<file path="config.mk">
export PLATFORM = sky130hd
export DESIGN_NAME = spi_byte_receiver
export DESIGN_NICKNAME = d
export VERILOG_FILES = /design/src/rtl/spi_byte_receiver.sv
export SDC_FILE = /design/constraint.sdc
export NUM_CORES = 1
export LEC_CHECK = 0
export BUFFER_PORTS_ARGS = -buffer_cell sky130_fd_sc_hd__buf_2
export CAP_MARGIN = 20
export CELL_PAD_IN_SITES_DETAIL_PLACEMENT = 1
export CELL_PAD_IN_SITES_GLOBAL_PLACEMENT = 2
export CORE_ASPECT_RATIO = 1.25
export CORE_MARGIN = 2
export CORE_UTILIZATION = 38
export DETAILED_ROUTE_END_ITERATION = 8
export PLACE_DENSITY_LB_ADDON = 0.1
export SLEW_MARGIN = 20
export SYNTH_ARGS = -nofsm -noshare
export SYNTH_HDL_FRONTEND = slang
export SYNTH_SLANG_ARGS = --single-unit
</file>
<file path="constraint.sdc">
create_clock -name clk -period 5.95 [get_ports clk]
set_clock_uncertainty 0.05 [all_clocks]
set_input_delay 0.595 -clock clk [delete_from_list [all_inputs] [get_ports clk]]
set_output_delay 0.595 -clock clk [all_outputs]
set_load 0.01 [all_outputs]
</file>
<file path="src/rtl/spi_byte_receiver.sv">
// spi_byte_receiver
//   Receives LSB-first bytes from an SPI-style transmitter whose clock is
//   asynchronous to clk, and queues them in a first-word-fall-through FIFO.
//
// Parameters
//   DEPTH        FIFO depth in bytes (power of two, 2..16)
//   SYNC_STAGES  synchronizer flops per serial input (>= 2)
//
// Ports
//   clk        system clock, all state changes on its rising edge
//   rst        asynchronous reset, active-low
//   sclk_in    serial clock from the transmitter (asynchronous)
//   en_in      frame enable, active-low
//   data_in    serial data, sampled on sclk rise, LSB first
//   rd         pop request for the FIFO head
//   out_byte   FIFO head byte (0x00 while empty)
//   out_valid  FIFO not empty
//   full       FIFO holds DEPTH bytes
//   busy       receiver is inside a frame
//   frame_err  one-cycle pulse when a frame ends mid-byte
//   overflow   sticky flag: a byte was dropped on a full FIFO
module spi_byte_receiver #(
  parameter int DEPTH       = 4,
  parameter int SYNC_STAGES = 2
) (
  input  logic       clk,
  input  logic       rst,
  input  logic       sclk_in,
  input  logic       en_in,
  input  logic       data_in,
  input  logic       rd,
  output logic [7:0] out_byte,
  output logic       out_valid,
  output logic       full,
  output logic       busy,
  output logic       frame_err,
  output logic       overflow
);

  localparam int PTR_W = $clog2(DEPTH);
  localparam int CNT_W = PTR_W + 1;
  localparam logic [CNT_W-1:0] FULL_CNT = CNT_W'(DEPTH);

  typedef enum logic {
    IDLE = 1'b0,
    RECV = 1'b1
  } state_t;

  // Synchronizers: reset to the idle line levels so reset never looks like
  // a frame start or a clock edge.
  logic [SYNC_STAGES-1:0] sclk_sync_q, sclk_sync_d;
  logic [SYNC_STAGES-1:0] en_sync_q,   en_sync_d;
  logic [SYNC_STAGES-1:0] data_sync_q, data_sync_d;
  logic                   sclk_prev_q, sclk_prev_d;
  logic                   s_sclk, s_en, s_data, rise;

  state_t     state_q, state_d;
  logic [2:0] bit_cnt_q, bit_cnt_d;
  // Only the seven most recently received bits need to be held; the eighth
  // comes straight from s_data on the completing rise.
  logic [6:0] shift_q, shift_d;
  logic       frame_err_q, frame_err_d;
  logic       push_req;
  logic [7:0] push_byte;

  logic [7:0]       mem_q [DEPTH];
  logic [PTR_W-1:0] wr_ptr_q, wr_ptr_d;
  logic [PTR_W-1:0] rd_ptr_q, rd_ptr_d;
  logic [CNT_W-1:0] count_q, count_d;
  logic             overflow_q, overflow_d;
  logic             fifo_full, fifo_nempty, push, pop;

  always_comb begin
    sclk_sync_d = {sclk_sync_q[SYNC_STAGES-2:0], sclk_in};
    en_sync_d   = {en_sync_q[SYNC_STAGES-2:0],   en_in};
    data_sync_d = {data_sync_q[SYNC_STAGES-2:0], data_in};
    s_sclk      = sclk_sync_q[SYNC_STAGES-1];
    s_en        = en_sync_q[SYNC_STAGES-1];
    s_data      = data_sync_q[SYNC_STAGES-1];
    sclk_prev_d = s_sclk;
    rise        = s_sclk & ~sclk_prev_q;
  end

  // Receive FSM
  always_comb begin
    state_d     = state_q;
    bit_cnt_d   = bit_cnt_q;
    shift_d     = shift_q;
    frame_err_d = 1'b0;
    push_req    = 1'b0;
    push_byte   = {s_data, shift_q};
    case (state_q)
      IDLE: begin
        if (!s_en) begin
          state_d   = RECV;
          bit_cnt_d = 3'd0;
        end
      end
      RECV: begin
        if (s_en) begin
          state_d   = IDLE;
          bit_cnt_d = 3'd0;
          // A byte completing on the very cycle the frame ends still counts.
          if (rise && bit_cnt_q == 3'd7) begin
            push_req = 1'b1;
            shift_d  = push_byte[7:1];
          end else begin
            frame_err_d = (bit_cnt_q != 3'd0);
          end
        end else if (rise) begin
          shift_d   = push_byte[7:1];
          bit_cnt_d = bit_cnt_q + 3'd1;
          push_req  = (bit_cnt_q == 3'd7);
        end
      end
      default: state_d = IDLE;
    endcase
  end

  // FIFO control: a push on a full FIFO is only accepted when a pop frees
  // the slot on the same edge.
  always_comb begin
    fifo_full   = (count_q == FULL_CNT);
    fifo_nempty = (count_q != '0);
    pop         = rd & fifo_nempty;
    push        = push_req & (~fifo_full | pop);
    overflow_d  = overflow_q | (push_req & fifo_full & ~pop);
    wr_ptr_d    = push ? wr_ptr_q + PTR_W'(1) : wr_ptr_q;
    rd_ptr_d    = pop  ? rd_ptr_q + PTR_W'(1) : rd_ptr_q;
    count_d     = count_q;
    if (push && !pop) begin
      count_d = count_q + CNT_W'(1);
    end else if (pop && !push) begin
      count_d = count_q - CNT_W'(1);
    end
  end

  always_ff @(posedge clk or negedge rst) begin
    if (!rst) begin
      sclk_sync_q <= '0;
      en_sync_q   <= '1;
      data_sync_q <= '0;
      sclk_prev_q <= 1'b0;
      state_q     <= IDLE;
      bit_cnt_q   <= 3'd0;
      shift_q     <= '0;
      frame_err_q <= 1'b0;
      wr_ptr_q    <= '0;
      rd_ptr_q    <= '0;
      count_q     <= '0;
      overflow_q  <= 1'b0;
    end else begin
      sclk_sync_q <= sclk_sync_d;
      en_sync_q   <= en_sync_d;
      data_sync_q <= data_sync_d;
      sclk_prev_q <= sclk_prev_d;
      state_q     <= state_d;
      bit_cnt_q   <= bit_cnt_d;
      shift_q     <= shift_d;
      frame_err_q <= frame_err_d;
      wr_ptr_q    <= wr_ptr_d;
      rd_ptr_q    <= rd_ptr_d;
      count_q     <= count_d;
      overflow_q  <= overflow_d;
    end
  end

  // Storage needs no reset: out_byte is masked whenever the FIFO is empty.
  always_ff @(posedge clk) begin
    if (push) begin
      mem_q[wr_ptr_q] <= push_byte;
    end
  end

  always_comb begin
    out_valid = fifo_nempty;
    out_byte  = fifo_nempty ? mem_q[rd_ptr_q] : 8'h00;
    full      = fifo_full;
    busy      = (state_q == RECV);
    frame_err = frame_err_q;
    overflow  = overflow_q;
  end

endmodule

</file>
==> reports/qor.yml, run 1 <==
critical_path:
  cp-start-kind: "register"
  worstSetupEndpointType: "output port"
  crit_fanout: 10
  worstPathRequired_ns: 5.31
  reg2reg_depth: 8
  reg2reg_from: "sclk_prev_q"
  r2r-end: "count_q[2]"
  r2r_slack_ns: 3.46
  arrival_ns: 1.93
  setup.worst_path.class: "register to output port"
clocking:
  cts.root.buffer_cell: "clkbuf_8"
  clk_latency_ns: 0.33
  clock_sinks: 59
  cts_buffer_depth: 2
  h-tree-depth: 3
  cts-buffers-inserted: 9
  postCtsHoldBufs: 0
  clkTransAtPathRegs_ns: 0.07
  cts.repair.resized: 0
  cts_setup_buffers: 0
  cts_tree: "yes"
synthesis:
  synth_nets: 154
  syn_avg_cell_area_um2: 17.2
  synthesis.instances: 139
  ys_types: 29
  yosys_register_bits: 59
  synth-edff-count: 32
  ys.flop_type: "edfxtp_1"
  ys_warn_count: 0
  synth-seq-area-share_pct: 68.4
  syn-cell-area_um2: 2400
  ys_async_sr_fraction_pct: 45.8
sta:
  timing.fmax_ghz: 0.388
  tightest_slew_ns: 0.603
  hold_viol: 0
  setup_ws_ns: 3.37
  slew_headroom_pct: 59.8
  setup-violations-final: 0
  period_share_pct: 43.3
  rsz0062_at_grt: "no"
  tns_ns: 0
  final.min_clock_period_ns: 2.58
  report.final.slew_viol_count: 0
grt:
  grt_pass1_vias: 1227
  overflow: 0
  grt_first_pass_wirelength_mm: 6.57
  grtUsageTotal_pct: 13.7
  antenna_found_initial: 0
  grt_max_degree: 28
finish:
  nets: 177
  multi_input_area_um2: 696
  syn_to_final_growth_pct: 14.8
  drive_gt1_share_pct: 35.3
  layout_commonest_cell: "edfxtp_1"
  finish.utilization_pct: 44.9
  fillers: 609
  regArea_um2: 1640
  n_antenna_cell: 0
  layout_common_cells: "edfxtp_1 (32), dfrtp_1 (25), buf_2 (18), clkbuf_8 (10)"
pwr:
  vdd_ir_drop_max_mv: 0.207
  switchingPower_w: 0.000303
  p_sw_share_pct: 27.3
  pwr-share-seq_pct: 49.7
  comb_power_share_pct: 18.4
  p_clk_share_pct: 31.9
  p_int_w: 0.000809
  p_per_area_nw_per_um2: 404
  power.leakage_nw: 1.11
placed_design:
  io_buffers: 18
  gp_congestion: 0.668
  dp_hpwl_mm: 2.75
  place_ws_ns: 3.45
routing:
  first_iter_violations: 84
  detail_route.vias_per_cell: 4.64
  route.detailed.drc: 0
  postRouteAntennaNets: 0
  vias: 1170
  dr.pass1.iters: 4
  wl_per_cell_um: 16.0
  finalWirelength_mm: 4.03
floorplanning:
  die-area_um2: 6960
  core_area_um2: 6130
  start_util_pct: 39.1
  ioPinCount: 19
  num_rows: 32
  die_height_um: 92.8
  die_w_um: 75.0
status:
  status: "finished clean"
run:
  maxCapViolCount: 0
worst_hold_path:
  hold_class: "primary input to asynchronous set/reset pin"
-- critical path, stage by stage (launching register included) --
cell and delay, ns:
dfrtp_1 0.72, mux4_2 0.58, and2_1 0.16, buf_2 0.13
-- worst max-delay path by stage --
| stage | to | start | depth (start not counted) |
|---|---|---|---|
| 3_3_place_gp | count_q[1] | rd | 7 |
| 6_report | out_byte[4] | rd_ptr_q[0] | 3 |
| 2_1_floorplan | count_q[1] | rd | 7 |
| 4_1_cts | out_byte[4] | rd_ptr_q[0] | 3 |
| 3_5_place_dp | count_q[2] | sclk_prev_q | 8 |
| 5_1_grt | count_q[2] | sclk_sync_q[1] | 8 |
-- cell usage after synthesis (all sizes together) (2+ instances only) --
cell	instances	area, µm²
inv	7	26.3
buf	5	31.3
nor2b	2	12.5
mux2i	2	20.0
dfstp	2	52.6
o21ai	3	15.0
ha	8	100
dfrtp	25	626
nand2	6	22.5
xnor2	5	43.8
and2	12	80.1
mux4	8	180
xor2	2	17.5
edfxtp	32	961
mux2	9	105
-- cell families after synthesis --
| kind of cell | count (synthesis) | synth area share (%) |
|---|---|---|
| flip-flops | 59 | 68.4 |
| AND/OR/NAND/NOR | 26 | 6.84 |
| adder cells (fa/ha/maj) | 9 | 5.01 |
| XOR/XNOR | 7 | 2.56 |
| multiplexers | 19 | 12.7 |
| buffers and inverters | 13 | 2.56 |
| AO/OA/AOI/OAI | 6 | 1.88 |
-- registers in the layout, indices dropped and copies added (netlist names) --
| name | cells |
|---|---|
| mem_q | 32 |
| shift_q | 7 |
| bit_cnt_q | 3 |
| count_q | 3 |
| data_sync_q | 2 |
| en_sync_q | 2 |
| rd_ptr_q | 2 |
| sclk_sync_q | 2 |
| wr_ptr_q | 2 |
| busy | 1 |
| frame_err | 1 |
| overflow | 1 |
| sclk_prev_q | 1 |
-- cell type report --
type,instances,share of cell area (%)
timing repair buffer,18,3.27
clock inverter,5,1.91
inverter,7,0.955
multi-input combinational,67,25.3
clock buffer,11,5.14
tap,85,3.87
sequential,59,59.6
-- power groups by stage --
stage	sequential, W	clock, W	combinational (W)
after global placement	0.000558	0	0.000206
after floorplan	0.000516	0	0.000181
final	0.000553	0.000355	0.000205
after CTS	0.000557	0.000364	0.000209
after global routing	0.000565	0.000385	0.000228
after detailed placement	0.000565	0	0.000209
-- metrics by stage --
step                      instance area (µm²)  hold slack (ns)  std cells  power [W]
after detailed placement                 2560            0.298        236   0.000774
after global placement                   2560            0.281        236   0.000764
after global routing                     2750            0.250        252    0.00118
final                                    2750            0.217        252    0.00111
after CTS                                2750            0.233        252    0.00113
after floorplan                          2400            0.249        139   0.000696
-- layer usage --
layer,vias up,routed length (µm),track usage (%)
met5,-,0,0
met4,0,85,7.14
met3,8,161,4.79
met2,23,2080,21.4
met1,594,1700,16.4
li1,545,-,-
No activity file was read; power rests on OpenSTA's default activity.
==> run 2: changes to the inputs <==
--- a/config.mk
+++ b/config.mk
@@ -5,13 +5,14 @@
 export SDC_FILE = /design/constraint.sdc
 export NUM_CORES = 1
 export LEC_CHECK = 0
+export ABC_AREA = 1
 export BUFFER_PORTS_ARGS = -buffer_cell sky130_fd_sc_hd__buf_2
 export CAP_MARGIN = 20
 export CELL_PAD_IN_SITES_DETAIL_PLACEMENT = 1
 export CELL_PAD_IN_SITES_GLOBAL_PLACEMENT = 2
 export CORE_ASPECT_RATIO = 1.25
 export CORE_MARGIN = 2
-export CORE_UTILIZATION = 38
+export CORE_UTILIZATION = 35
 export DETAILED_ROUTE_END_ITERATION = 8
 export PLACE_DENSITY_LB_ADDON = 0.1
 export SLEW_MARGIN = 20
==> constraint.sdc (replaced) <==
create_clock -name clk -period 2.35 [get_ports clk]
set_clock_uncertainty 0.05 [all_clocks]
set_input_delay 0.235 -clock clk [delete_from_list [all_inputs] [get_ports clk]]
set_output_delay 0.235 -clock clk [all_outputs]
set_load 0.01 [all_outputs]
==> reports/qor.yml, run 2 <==
floorplanning:
  num_rows: 34  # +6.3%
  ioPinCount: 19  # unchanged
  core_area_um2: 7020  # +15%
  die_w_um: 80.5  # +7.3%
  die-area_um2: 8020  # +15%
  die_height_um: 99.6  # +7.4%
  start_util_pct: 36.5  # -2.6 points
critical_path:
  arrival_ns: 2.32  # +0.39 ns
  crit_end: "count_q[2]"
  cp-startpoint: "bit_cnt_q[1]"
  setup.worst_path.class: "register to register"
  crit_fanout: 3  # -7
  r2r_slack_ns: 0.19  # -3.27 ns
  reg2reg_from: "bit_cnt_q[1]"
  worstPathRequired_ns: 2.52  # -2.79 ns
  cp-start-kind: "register"
  reg2reg_depth: 12  # +4
  worstSetupEndpointType: "register"
  r2r-end: "count_q[2]"
sta:
  hold_slack_ns: 0.187  # -0.0303 ns
  period_share_pct: 91.8
  hold_viol: 0  # unchanged
  tightest_slew_ns: 0.633  # +0.0292 ns
  rsz0062_at_grt: "no"
  setup-violations-final: 0  # unchanged
  tns_ns: 0  # unchanged
  final.min_clock_period_ns: 2.16
  slew_headroom_pct: 57.8  # -1.9 points
  timing.fmax_ghz: 0.464
  report.final.slew_viol_count: 0  # unchanged
synthesis:
  synth-edff-count: 32  # unchanged
  ys_types: 23  # -21%
  yosys_register_bits: 59  # unchanged
  synth_top_area_share_pct: 37.5  # -2.6 points
  synth.most_common_cell: "nand2_1"
  ys.flop_type: "edfxtp_1"
  synth-seq-area-share_pct: 64.0  # -4.4 points
  ys_async_sr_fraction_pct: 45.8  # unchanged
  synth_common_cells: "nand2_1 (85), inv_1 (40), edfxtp_1 (32)"
  yosysTopAreaCell: "edfxtp_1"
  syn-cell-area_um2: 2560  # +6.8%
  synth_nets: 264  # +71%
  synth_area_leaders: "edfxtp_1 (38%), dfrtp_1 (24%), nand2_1 (12%)"
  syn_avg_cell_area_um2: 10.3  # -40%
  synthesis.instances: 249  # +79%
  ys_warn_count: 0  # unchanged
grt:
  grt_first_pass_wirelength_mm: 8.56  # +30%
  overflow: 0  # unchanged
  grt_pass1_vias: 1730  # +41%
  grtUsageTotal_pct: 14.6  # +0.86 points
  grt_max_degree: 28  # unchanged
  antenna_found_initial: 0  # unchanged
pwr:
  fin_total_pwr_w: 0.00280  # +150%
  pwr-share-seq_pct: 46.7  # -3.0 points
  comb_power_share_pct: 27.0  # +8.6 points
  power.leakage_nw: 1.43  # +29%
  p_clk_share_pct: 26.3  # -5.6 points
  p_sw_share_pct: 33.9  # +6.6 points
  vdd_ir_drop_max_mv: 0.464  # +120%
  switchingPower_w: 0.000948  # +210%
  p_per_area_nw_per_um2: 929  # +130%
  p_int_w: 0.00185  # +130%
status:
  status: "finished clean"
routing:
  detail_route.vias_per_cell: 4.44  # -4.4%
  route.detailed.drc: 0  # unchanged
  wl_per_cell_um: 13.3  # -17%
  vias: 1695  # +45%
  first_iter_violations: 87  # +3.6%
  dr.pass1.iters: 6  # +2
  finalWirelength_mm: 5.10  # +26%
  postRouteAntennaNets: 0  # unchanged
finish:
  final_area_um2: 3010  # +9.5%
  layout_commonest_cell: "nand2_1"
  largest_reg_flops: 32  # unchanged
  n_antenna_cell: 0  # unchanged
  nets: 302  # +71%
  reg_top3: "mem_q (32), shift_q (7)"
  layout_common_cells: "nand2_1 (85), inv_1 (40), edfxtp_1 (32), dfrtp_1 (25), nand3_1 (20)"
  drive_gt1_share_pct: 17.8  # -18 points
  regMostFlops: "mem_q"
  syn_to_final_growth_pct: 17.7
clocking:
  cts_buffer_depth: 2  # unchanged
  cts_tree: "yes"
  cts-buffers-inserted: 9  # unchanged
  h-tree-depth: 3  # unchanged
  clock_sinks: 59  # unchanged
  clkTransAtPathRegs_ns: 0.06  # about the same
  cts.root.buffer_cell: "clkbuf_8"
  clk_latency_ns: 0.33  # about the same
worst_hold_path:
  hold_class: "primary input to register"
placed_design:
  dp_hpwl_mm: 3.52  # +28%
  gp_congestion: 0.660  # -1.1%
  io_buffers: 18  # unchanged
  dpl-instance-area_um2: 2770  # +8.4%
run:
  maxCapViolCount: 0  # unchanged
run 2: how the worst min path moves through the flow:
stage	start	to	slack [ns]	depth (start not counted)
floorplan	rst	bit_cnt_q[0]	-0.11	0
global placement	rst	count_q[1]	0.24	1
detailed placement	rst	count_q[1]	0.25	1
CTS	rd	rd_ptr_q[0]	0.18	3
global route	rd	rd_ptr_q[0]	0.22	3
finish	rd	rd_ptr_q[0]	0.19	3
run 2: critical path, stage by stage, from the launching register on:
cell,delay [ns]
dfrtp_1,0.36
ha_2,0.20
ha_4,0.15
nand3_2,0.11
nor2_4,0.15
nand2_2,0.06
inv_1,0.06
ha_1,0.16
inv_1,0.07
fa_1,0.38
nand2_1,0.08
nand3_1,0.08
xor2_1,0.14
run 2: kinds of logic (layout without fill, tap and decap cells):
kind of cell    count (synthesis)  after routing  synth area share, %
flops                          59             59                 64.0
compound gates                 14             14                 3.42
buf+inv                        46             89                 7.92
simple gates                  117            117                 18.6
fa+ha+maj                       9              9                 4.69
xor+xnor                        4              4                 1.37
run 2: layout make-up:
cell class	count	area, µm²
Fill cell	810	4010
Sequential cell	59	1640
Multi-Input combinational cell	144	743
Timing Repair Buffer	32	205
Inverter	41	159
Clock buffer	12	135
Tap cell	90	113
Clock inverter	4	18.8
run 2: what timing repair did:
| item | CTS | global route |
|---|---|---|
| endpoints found under the setup margin | 0 | 1 |
| hold buffers | 4 | 0 |
| resized for setup | 0 | 5 |
| buffers inserted | 0 | 3 |
| endpoints found under the hold margin | 28 | 0 |
run 2: layer usage:
| metal | global-route usage (%) | share of wire (%) |
|---|---|---|
| met1 | 18.0 | 45 |
| met4 | 8.21 | 1.8 |
| met5 | 0 | 0 |
| met3 | 2.45 | 2.2 |
| met2 | 24.0 | 51 |
run 2: power groups by stage:
stage | Sequential, W | Combinational (W) | Clock, W
2_1_floorplan | 0.00126 | 0.000594 | 0
3_3_place_gp | 0.00133 | 0.000757 | 0
3_5_place_dp | 0.00133 | 0.000771 | 0
4_1_cts | 0.00131 | 0.000778 | 0.000769
5_1_grt | 0.00133 | 0.000874 | 0.000811
6_report | 0.00131 | 0.000756 | 0.000737
run 2: metrics by stage:
step	utilization, %	setup slack [ns]	std cells
floorplan	-	0.223	249
global placement	39.5	0.133	359
detailed placement	39.5	0.0619	359
CTS	42.2	0.0520	379
global route	42.9	0.00386	382
finish	42.9	0.193	382
